<file path="src/rtl/sequential_memory_master.sv">
// Initiator for the 16-entry sequential memory: streams upstream words into
// memory in order and streams them back out through a one-entry output buffer.
module sequential_memory_master #(
  parameter int DATA_WIDTH = 8,
  parameter int DEPTH      = 16
) (
  input  logic                  clk,
  input  logic                  reset,
  input  logic                  in_valid,
  input  logic [DATA_WIDTH-1:0] in_data,
  output logic                  in_ready,
  output logic                  out_valid,
  output logic [DATA_WIDTH-1:0] out_data,
  input  logic                  out_ready,
  output logic                  mem_request_write,
  output logic                  mem_request_read,
  output logic [DATA_WIDTH-1:0] mem_data_in,
  input  logic                  mem_correct_read,
  input  logic [DATA_WIDTH-1:0] mem_data_out,
  output logic                  writes_done,
  output logic                  reads_done,
  output logic [2:0]            dbg_state
);

  // Handshakes: a word moves on either stream only in a cycle where valid
  // and ready are both high; valid never waits on ready, and a raised
  // out_valid holds out_data stable until it is consumed.

  localparam int CW = $clog2(DEPTH) + 1;
  localparam logic [CW-1:0] DEPTH_C = CW'(DEPTH);

  typedef enum logic [2:0] {
    IDLE       = 3'd0,
    WR_PULSE   = 3'd1,
    WR_GAP     = 3'd2,
    RD_PULSE   = 3'd3,
    RD_CAPTURE = 3'd4
  } state_t;

  state_t                state_q, state_d;
  logic [CW-1:0]         wr_count_q, wr_count_d;
  logic [CW-1:0]         rd_count_q, rd_count_d;
  logic                  last_op_q, last_op_d;
  logic                  req_wr_q, req_wr_d;
  logic                  req_rd_q, req_rd_d;
  logic [DATA_WIDTH-1:0] mem_data_in_q, mem_data_in_d;
  logic                  out_valid_q, out_valid_d;
  logic [DATA_WIDTH-1:0] out_data_q, out_data_d;

  logic can_wr, can_rd, grant_wr, grant_rd;

  // last_op_q: 0 = write, 1 = read; on contention the other operation wins.
  always_comb begin
    can_wr   = in_valid && (wr_count_q < DEPTH_C);
    can_rd   = (rd_count_q < wr_count_q) && mem_correct_read && !out_valid_q;
    grant_wr = 1'b0;
    grant_rd = 1'b0;
    if (state_q == IDLE && rd_count_q != DEPTH_C) begin
      if (can_wr && can_rd) begin
        grant_wr = last_op_q;
        grant_rd = !last_op_q;
      end else begin
        grant_wr = can_wr;
        grant_rd = can_rd;
      end
    end
  end

  always_comb begin
    state_d       = state_q;
    wr_count_d    = wr_count_q;
    rd_count_d    = rd_count_q;
    last_op_d     = last_op_q;
    req_wr_d      = 1'b0;
    req_rd_d      = 1'b0;
    mem_data_in_d = mem_data_in_q;
    out_valid_d   = out_valid_q;
    out_data_d    = out_data_q;

    if (out_valid_q && out_ready) begin
      out_valid_d = 1'b0;
    end

    unique case (state_q)
      IDLE: begin
        if (grant_wr) begin
          mem_data_in_d = in_data;
          req_wr_d      = 1'b1;
          state_d       = WR_PULSE;
        end else if (grant_rd) begin
          req_rd_d = 1'b1;
          state_d  = RD_PULSE;
        end
      end
      WR_PULSE: begin
        if (wr_count_q < DEPTH_C) wr_count_d = wr_count_q + 1'b1;
        last_op_d = 1'b0;
        state_d   = WR_GAP;
      end
      WR_GAP: begin
        state_d = IDLE;
      end
      RD_PULSE: begin
        if (rd_count_q < wr_count_q) rd_count_d = rd_count_q + 1'b1;
        last_op_d = 1'b1;
        state_d   = RD_CAPTURE;
      end
      RD_CAPTURE: begin
        // memory updated data_out on the previous edge; it is stable now
        out_data_d  = mem_data_out;
        out_valid_d = 1'b1;
        state_d     = IDLE;
      end
      default: begin
        state_d = IDLE;
      end
    endcase
  end

  always_ff @(posedge clk) begin
    if (reset) begin
      state_q       <= IDLE;
      wr_count_q    <= '0;
      rd_count_q    <= '0;
      last_op_q     <= 1'b0;
      req_wr_q      <= 1'b0;
      req_rd_q      <= 1'b0;
      mem_data_in_q <= '0;
      out_valid_q   <= 1'b0;
      out_data_q    <= '0;
    end else begin
      state_q       <= state_d;
      wr_count_q    <= wr_count_d;
      rd_count_q    <= rd_count_d;
      last_op_q     <= last_op_d;
      req_wr_q      <= req_wr_d;
      req_rd_q      <= req_rd_d;
      mem_data_in_q <= mem_data_in_d;
      out_valid_q   <= out_valid_d;
      out_data_q    <= out_data_d;
    end
  end

  assign in_ready          = grant_wr;
  assign writes_done       = (wr_count_q == DEPTH_C);
  assign reads_done        = (rd_count_q == DEPTH_C);
  assign mem_request_write = req_wr_q;
  assign mem_request_read  = req_rd_q;
  assign mem_data_in       = mem_data_in_q;
  assign out_valid         = out_valid_q;
  assign out_data          = out_data_q;
  assign dbg_state         = state_q;

endmodule

</file>
<file path="config.mk">
export PLATFORM = sky130hd
export DESIGN_NAME = sequential_memory_master
export DESIGN_NICKNAME = d
export VERILOG_FILES = /design/src/rtl/sequential_memory_master.sv
export SDC_FILE = /design/constraint.sdc
export NUM_CORES = 1
export LEC_CHECK = 0
export ABC_AREA = 0
export CORE_ASPECT_RATIO = 1.25
export CORE_MARGIN = 4
export CORE_UTILIZATION = 55
export CTS_CLUSTER_SIZE = 28
export DETAILED_ROUTE_END_ITERATION = 12
export DONT_BUFFER_PORTS = 1
export PLACE_DENSITY = 0.69
export SYNTH_ARGS = -nofsm -noshare
export SYNTH_HDL_FRONTEND = slang
export SYNTH_SLANG_ARGS = --single-unit
</file>
<file path="constraint.sdc">
create_clock -name clk -period 1.9 [get_ports clk]
set_input_delay 0.38 -clock clk [delete_from_list [all_inputs] [get_ports clk]]
set_output_delay 0.38 -clock clk [all_outputs]
set_load 0.005 [all_outputs]
</file>
Word-level counts from Yosys, hierarchy flattened --
Cells that the tools add are included.
Storage, ports and cells: flip-flop bits (word level) 33, input bits 21, output and inout bits 25, word-level logic and storage cells 49
Cells by class: $add $sub $neg 2, order comparisons 2, equality and inequality tests 7, multiplexer cells 12, bitwise operators 1, reduce and logical (&&, ||, !) cells 16
Operator list (count):
- $add 5x1->5 const B | 2
- $eq 5x5->1 const B | 2
- $pmux 3 s3 | 1
- $mux 1 | 8
- $logic_and 1x1->1 | 6
- $mux 3 | 2
- $reduce_and 2->1 | 3
- $lt 5x5->1 | 1
- $lt 5x5->1 const B | 1
- $ne 5x5->1 const B | 1
- $reduce_bool 2->1 | 2
- $eq 3x1->1 const B | 1
- $eq 3x2->1 const B | 1
- $eq 3x3->1 const B | 1
- $logic_not 3->1 | 1
- $ne 3x3->1 const B | 1
- $reduce_or 3->1 | 1
- $logic_not 1->1 | 2
- $pmux 1 s2 | 1
- $reduce_or 2->1 | 1
- $not 1->1 | 1

Longest topological paths before layout --
Gate-level depths: netlist of run 1.
word-level depth 9, gate-level depth with buffers 8, depth with buffers taken out 7

Least setup slack after synthesis of run 1 --
Ideal clock, no wire load.
kind reg2out, start point register wr_count_q[2], end point output in_ready, arrival time 1.659 ns, data required time 1.520 ns, setup slack -0.139 ns, cell stages (with the launch flop) 8, path buffers 1, cells stage by stage dfxtp_1 -> inv_1 -> ha_1 -> o21a_1 -> o21ai_0 -> o21bai_2 -> o31a_1 -> buf_6
Between the ends: longest elaborated chain between the ends 6, elaborated cells between the ends (all ways) 8, classes of those cells order compare (2); mux (2); reduce/logical (4)
RTL lines:
- start, declared | line 41 | logic [CW-1:0] wr_count_q, wr_count_d;
- start signal, assigned | line 133 | wr_count_q <= wr_count_d;
- $lt 5x5->1 | line 55 | can_rd = (rd_count_q < wr_count_q) && mem_correct_read && !out_valid_q;
- $logic_and 1x1->1 (2 in series) | line 55
- $logic_and 1x1->1 | line 59 | if (can_wr && can_rd) begin
- $mux 1 * | line 59
- $mux 1 * | line 58 | if (state_q == IDLE && rd_count_q != DEPTH_C) begin
- end, declared | line 11 | output logic in_ready,
Mark *: on every way between the ends. The rest lies on a longest branch, timed or not.

Worst setup path in the final report of run 1 --
start point register wr_count_q[1], end point output in_ready
The elaborated chain is that of the path after synthesis.

==> run metrics, run 1 <==
total I/O pin count 46; Die W 54.9 um; die area 3650 um^2; Pre-antenna DRT Iters 4; Hold Path Stages 1; max_slew headroom 78.8%; Cell Pwr Density between 700 and 800 nW/um^2; placed cell areas 1660 um^2; Clock Skews 4.61 ps; share of cells above drive strength 1 31.0%; Clock Tree Root clkbuf_4; Fill cells approximately 210; fmax 471 MHz; grt ovf 0; drt initial violations 14; maxcap violations 0; crit path max fanout 5; post-layout min period 2120 ps; Reg power frac 56.8%; Leak 0.746 nW; placed insts 203; Clock power frac roughly 28%; GPL Wtd Cong between 0.8 and 0.9; fin cells 218; HP Class in2reg; first-pass GRT wire length 5200 um; Clock transition at path regs about 90 ps; Internal 0.973 mW; row count 21; CTS tree built; Net Count, Synth 188; largest net degree at the start of global routing 42; syn avg cell area 9.49 um^2; post-synth top area share 43.8%; critical path class reg2out; Startpoint Class flip-flop; worst IR drop on VDD 0.000423 V; combinational fraction of design power 15.0%; Netlist Area Pre-Place 1510 um^2; most numerous cell in the Yosys netlist dfxtp_1; # diodes 0; Seq/Total Area, Yosys 43.8%; Post-Synthesis Cells ~160; Seq cells post-synth 33; Area Growth Syn to Fin 22.0%; Critical Path RT 1520 ps; Post-synth top cells dfxtp_1 (33), nor2_1 (20), mux2i_1 (17), nand2b_1 (17), inv_1 (9); EDFF count, synth 0; hold_ws roughly 92 ps; HPWL Detailed 2290 um; H-Tree Depth 2; worst skew pair latency 340 ps; final WL between 3000 and 4000 um; r2r startpoint wr_count_q[1]; synth top area cells dfxtp_1 (44%), mux2i_1 (11%), nand2b_1 (7.0%); DR WL/cell approximately 16 um; number of global-route vias before repair roughly 1200; worst-margin pin slew 318 ps; core area approximately 2700 um^2; clk buf depth 2; setup repair after global routing missed its margin yes; failing checks setup timing; Hold Path End rd_count_q[2]; YS warnings 0; DRC viols 0; Tcrit/Tclk final 112%; final core utilization 69.4%; fin area between 1500 and 2000 um^2; # setup viols final 1; status complete, but fails checks; overall routing resource usage 20.5%; via/cell ratio roughly 5.3; Worst R2R Path Depth 7; TritonCTS buffer count 5; setup ws final -223 ps; Starting Density 56.9%; post-place setup slack -57.4 ps; area leader, netlist dfxtp_1; final hold vios 0; Nets 212; Detail Route Antenna Nets 0; count of cell types in the netlist 34; Async SR Flop Fraction 0%; CP Capture Type output port; Port Buf Inserts 0; CTS sink count 33; Final Max Tran Viols 0; initial antenna violation count 0; DIE HEIGHT 66.6 um; vias 1161; P_sw 0.349 mW; Reg2Reg Setup Slack around 20 ps; Top FF cell, synth dfxtp_1; switch share between 20% and 30%; Crit Reg-Reg Endpoint rd_count_q[4]; hold path startpoint reset; Post-CTS Hold Fix Bufs 0; critical path data arrival time approximately 1700 ps
==> metal layers <==
layer | wire length (um) | vias to the layer above | track usage (%)
met5 | 0 | - | 0
met3 | 259 | 11 | 7.38
li1 | - | 579 | -
met4 | 102 | 0 | 13.1
met2 | 1670 | 36 | 31.4
met1 | 1360 | 535 | 23.2
==> cells in the final DEF (no fill, tap or decap), drive strengths merged, types with 4 or more instances in the layout <==
cell,count
dfxtp,33
a21oi,4
nor2,20
inv,9
buf,23
nand2,6
nor3,4
o21ai,6
xnor2,4
clkbuf,6
nand2b,18
mux2i,17
ha,8
==> kinds of logic (layout without fill, tap and decap cells) <==
logic type,Yosys count,count (layout),share of synthesized area [%]
buf+inv,15,40,4.23
xor+xnor,5,5,2.90
mux,17,17,11.3
fa+ha+maj,8,8,6.63
compound gates,16,16,8.21
simple gates,65,65,23.0
flops,33,33,43.8
==> power groups by stage <==
stage / registers [mW] / clock network (mW) / logic, mW
3_3_place_gp: 0.766 / 0 / 0.161
3_5_place_dp: 0.768 / 0 / 0.168
4_1_cts: 0.751 / 0.398 / 0.188
6_report: 0.751 / 0.373 / 0.198
2_1_floorplan: 0.765 / 0 / 0.126
5_1_grt: 0.756 / 0.430 / 0.217
==> worst max-delay path, stage by stage, from the launching register on <==
cell and delay [ps]:
dfxtp_2 340, inv_2 50, ha_4 210, a2111oi_4 340, o21bai_2 110, o31a_1 350
==> per-stage QoR <==
step | total power [mW] | TNS (ps)
2_1_floorplan | 0.891 | 0
3_3_place_gp | 0.927 | 0
3_5_place_dp | 0.936 | -304
4_1_cts | 1.34 | -521
5_1_grt | 1.40 | -639
6_report | 1.32 | -223
==> layout make-up <==
cell class / count / area, um^2 / area share (%)
clock buffers: 6 / 41.3 / 2.24
clock inverters: 2 / 10.0 / 0.544
inverters: 9 / 33.8 / 1.84
multi-input cells: 111 / 870 / 47.2
flip-flops and latches: 33 / 671 / 36.4
well taps: 34 / 42.5 / 2.31
repair buffers: 23 / 173 / 9.38
==> state kept, by name, summed over array words and instances (netlist names), 3 cells and up <==
name,flops
dbg_state,3
mem_data_in,8
out_data,8
rd_count_q,5
wr_count_q,5
==> worst max-delay path by stage <==
stage / startpoint / to / slack (ps) / cells past startpoint
3_5_place_dp: wr_count_q[3] / mem_data_in[3] / -60 / 7
5_1_grt: wr_count_q[1] / in_ready / -300 / 5
6_report: wr_count_q[1] / in_ready / -220 / 5
4_1_cts: wr_count_q[1] / in_ready / -350 / 5
3_3_place_gp: wr_count_q[1] / mem_data_in[7] / 20 / 7
2_1_floorplan: rd_count_q[1] / in_ready / 0.3 / 5
==> repair_timing <==
item / CTS / global route
pin swaps: 7 / 8
gates resized for setup: 8 / 11
setup buffers: 6 / 4
setup endpoints to repair: 10 / 13
(Power assumes the default switching activity.)
==> inputs of run 2 (changes only) <==
--- a/config.mk
+++ b/config.mk
@@ -12,6 +12,7 @@
 export CTS_CLUSTER_SIZE = 28
 export DETAILED_ROUTE_END_ITERATION = 12
 export DONT_BUFFER_PORTS = 1
+export HOLD_SLACK_MARGIN = 0.08
 export PLACE_DENSITY = 0.69
 export SYNTH_ARGS = -nofsm -noshare
 export SYNTH_HDL_FRONTEND = slang
==> run metrics, run 2 (same netlist as run 1, synthesis figures left out) <==
status complete, but fails checks; failing checks setup timing; H-Tree Depth 2; worst IR drop on VDD about 0.00043 V; worst path cell trace inv_2 -> ha_4 -> a2111oi_4 -> o21bai_2 -> o31a_1; final WL 3600 um; Slowest Stage Delay on Critical Path 350 ps; Buf/Inv on CP 1; GPL Wtd Cong 0.831; Area Growth Syn to Fin 24.5%; Starting Density a little under three fifths; # diodes 0; Crit. Startpoint wr_count_q[1]; clk buf depth 2; worst-margin pin slew between 500 and 600 ps; total power between 1 and 1.5 mW; Worst R2R Path Depth 7; crit path max fanout 5; Clock Tree Root clkbuf_4; total I/O pin count 46; Port Buf Inserts 0; CTS sink count 33; Die W 54.9 um; max_slew headroom ~60%; CP Capture Type output port; die area 3650 um^2; placed insts roughly 200; delay-heaviest family, CP compound AO/OA/AOI/OAI gates; vias between 1000 and 1500; fmax ~470 MHz; fin cells 222; Cell Pwr Density 711 nW/um^2; final core utilization between 70% and 80%; Nets around 220; critical path data arrival time 1750 ps; Detail Route Antenna Nets 0; Crit. path cell count 5; overall routing resource usage 21.3%; commonest cells after routing, fill and taps aside dfxtp_1 (25), buf_4 (24), nor2_1 (20); grt ovf 0; core area 2650 um^2; post-layout min period 2130 ps; most common cell after layout, fill and taps aside dfxtp_1; Hold Path Stages 1; Setup TNS Final -226 ps; setup repair after global routing missed its margin yes; critical path class reg2out; DRC viols 0; via/cell ratio 5.38; share of cells above drive strength 1 between 30 and 40%; Pre-antenna DRT Iters 4; Fill cells 213; drt initial violations 18; first-pass GRT wire length between 5000 and 6000 um; HPWL Detailed 2290 um; largest net degree at the start of global routing 28; hold path startpoint reset; # setup viols final 1; initial antenna violation count 0; Clock transition at path regs 90 ps; DIE HEIGHT 66.6 um; Startpoint Class flip-flop; maxcap violations 0; r2r startpoint wr_count_q[1]; number of global-route vias before repair approximately 1200; DR WL/cell around 16 um; Critical Path RT 1520 ps; HP Class in2reg; TritonCTS buffer count 5; Tcrit/Tclk final 112%; Clock Skews 4.31 ps; row count 21; Leak ~0.76 nW; worst skew pair latency approximately 340 ps; final hold vios 0; CTS tree built; setup ws final -226 ps; Final Max Tran Viols 0; Crit-path slowest cell o31a_1
-- run 2: cell count changes in the layout (fill, tap and decap cells not counted) --
cell,change
dlygate4sd3_1,+3
buf_4,+1
-- run 2: area by class of cell --
class | instances | area (um^2) | share of cell area (%)
Clock inverter | 2 | 10.0 | 0.533
Sequential cell | 33 | 671 | 35.7
Timing Repair Buffer | 27 | 210 | 11.2
Inverter | 9 | 33.8 | 1.80
Tap cell | 34 | 42.5 | 2.27
Clock buffer | 6 | 41.3 | 2.20
Multi-Input combinational cell | 111 | 870 | 46.3
-- run 2: final timing paths --
kind	to	slack, ps
worst min-delay path	out_data[1]	110
worst max-delay path	in_ready	-230
worst min register to register	mem_data_in[0]	500
worst max register to register	rd_count_q[4]	50
-- run 2: timing repair --
| action | CTS | global route |
|---|---|---|
| gates resized for setup | 8 | 11 |
| cloned | 0 | 0 |
| pin swaps | 7 | 8 |
| hold buffers | 2 | 1 |
| setup endpoints to repair | 10 | 13 |
| endpoints found under the hold margin | 15 | 1 |
| buffers inserted | 6 | 5 |
-- run 2: through the flow --
step	worst slack, ps	hold slack [ps]	area [um^2]
floorplan	0.320	463	1530
global placement	24.6	450	1660
detailed placement	-57.4	450	1660
CTS	-352	81.4	1810
global route	-325	91.8	1880
finish	-226	108	1880
-- run 2: power by group --
group	internal (mW)	switching, mW
combinational	0.111	0.0989
sequential	0.726	0.0264
clock	0.141	0.234
total	0.977	0.359
-- run 2: metal layers --
layer / GRT usage (%) / share of wire, % / vias to the layer above / wire [um]
met1: 24.3 / 40 / 559 / 1450
met2: 32.4 / 49 / 41 / 1780
met3: 7.61 / 8.0 / 7 / 288
li1: - / - / 588 / -
met5: 0 / 0 / - / 0
met4: 14.0 / 2.3 / 0 / 82
-- run 2: worst register-to-register path, delay by kind of cell, from the launching register on --
kind / cells / cell delay (ps)
compound gates: 2 / 410
flops: 1 / 340
simple gates: 2 / 590
fa+ha+maj: 1 / 210
buf+inv: 2 / 250
==> inputs of run 3 (changes only) <==
--- a/config.mk
+++ b/config.mk
@@ -7,7 +7,6 @@
 export LEC_CHECK = 0
 export ABC_AREA = 0
 export CORE_ASPECT_RATIO = 1.25
-export CORE_MARGIN = 4
 export CORE_UTILIZATION = 55
 export CTS_CLUSTER_SIZE = 28
 export DETAILED_ROUTE_END_ITERATION = 12
@@ -17,3 +16,4 @@
 export SYNTH_ARGS = -nofsm -noshare
 export SYNTH_HDL_FRONTEND = slang
 export SYNTH_SLANG_ARGS = --single-unit
+export TNS_END_PERCENT = 10
==> run metrics, run 3 (same netlist as run 1, synthesis figures left out) <==
DRC viols 0; status complete, but fails checks; setup repair after global routing missed its margin yes; Final Max Tran Viols 0; GPL Wtd Cong 0.794; Crit Reg-Reg Endpoint rd_count_q[4]; Slowest Stage Delay on Critical Path 390 ps; HPWL Detailed 2080 um; Die W 48.9 um; grt ovf 0; critical path class reg2out; Setup TNS Final -544 ps; Leak 0.774 nW; met1 Use GR 22.3%; r2r startpoint wr_count_q[1]; most common cell after layout, fill and taps aside dfxtp_1; TritonCTS buffer count 5; placed cell areas 1670 um^2; via/cell ratio 5.38; final hold vios 0; Clock Skews 5.01 ps; hold_ws 100 ps; fmax 468 MHz; setup ws final -235 ps; total I/O pin count 46; die area slightly below 3000 um^2; Startpoint Class flip-flop; # diodes 0; Critical Path RT 1520 ps; overall routing resource usage 20.6%; worst path cell trace inv_2 -> ha_4 -> a2111oi_4 -> o21bai_2 -> o31a_1; Pre-antenna DRT Iters 4; Hold Path End rd_count_q[1]; commonest cells after routing, fill and taps aside dfxtp_1 (29), buf_4 (26), nor2_1 (20); total power 1.51 mW; number of global-route vias before repair 1103; DR WL/cell between 10 and 15 um; row count 20; Tcrit/Tclk final 112%; worst skew pair latency 330 ps; Detail Route Antenna Nets 0; final WL 3060 um; max_slew headroom 79.0%; fin area 1880 um^2; failing checks setup timing; Reg2Reg Setup Slack -160 ps; fin cells approximately 220; Port Buf Inserts 0; # setup viols final 3; Cell Pwr Density 802 nW/um^2; post-place setup slack -32.4 ps; drt initial violations 29; CTS tree built; largest net degree at the start of global routing 42; post-layout min period 2140 ps; vias 1200; met3 Usage GRT 9.77%; final core utilization 74.5%; HP Class in2reg; Worst R2R Path Depth 9; CTS sink count 33; hold path startpoint reset; initial antenna violation count 0; worst-margin pin slew 315 ps; GR Layer Usage met2 33.7%; clk buf depth 2; Clock transition at path regs about 100 ps; core area about 2500 um^2; first-pass GRT wire length 4510 um; Starting Density 59.7%; maxcap violations 0; worst IR drop on VDD 0.000609 V; Hold Path Stages 1; Nets between 200 and 250; H-Tree Depth 2; share of cells above drive strength 1 26.3%; placed insts 203; CP Capture Type output port; critical path data arrival time 1760 ps; Crit-path slowest cell a2111oi_4; Top Usage Layer GRT met2; Clock Tree Root clkbuf_4; crit path max fanout 5; Area Growth Syn to Fin 24.7%; DIE HEIGHT 60.6 um
[run 3: critical path: cells and delay by family (launching register included)]
family	cells	cell delay [ps]
DFF	1	350
AOI/OAI and AO/OA	3	810
adders and majority gates	1	210
buffers and inverters	1	50
[run 3: power breakdown]
group,internal (mW),leakage (nW),switching [mW]
clock,0.314,0.0455,0.229
sequential,0.725,0.270,0.0214
combinational,0.124,0.459,0.0964
[run 3: worst max path at each step]
stage	slack (ps)	to	startpoint	cells after the start
2_1_floorplan	0.3	in_ready	rd_count_q[1]	5
3_3_place_gp	40	mem_data_in[3]	wr_count_q[1]	7
3_5_place_dp	-30	mem_data_in[7]	wr_count_q[3]	7
4_1_cts	-320	in_ready	wr_count_q[1]	5
5_1_grt	-320	in_ready	wr_count_q[1]	5
6_report	-240	in_ready	wr_count_q[1]	5
[run 3: cell type report]
class	count	area, um^2
Clock buffer	7	55.1
Tap cell	33	41.3
Fill cell	183	646
Timing Repair Buffer	29	225
Sequential cell	33	666
Clock inverter	1	30.0
Inverter	9	33.8
Multi-Input combinational cell	111	831
[run 3: metal layers]
metal	vias up	wire length, um
li1	592	-
met1	554	1390
met2	43	1370
met3	11	219
met4	0	87
met5	-	0
[run 3: repair_timing]
action                                  in CTS  in global routing
gates resized for setup                      7                  2
endpoints found under the setup margin       9                 14
hold buffers                                 0                  3
hold endpoints to repair                     0                  4
pin swaps                                    7                  5
gates cloned                                 0                  0
buffers inserted                             7                  2
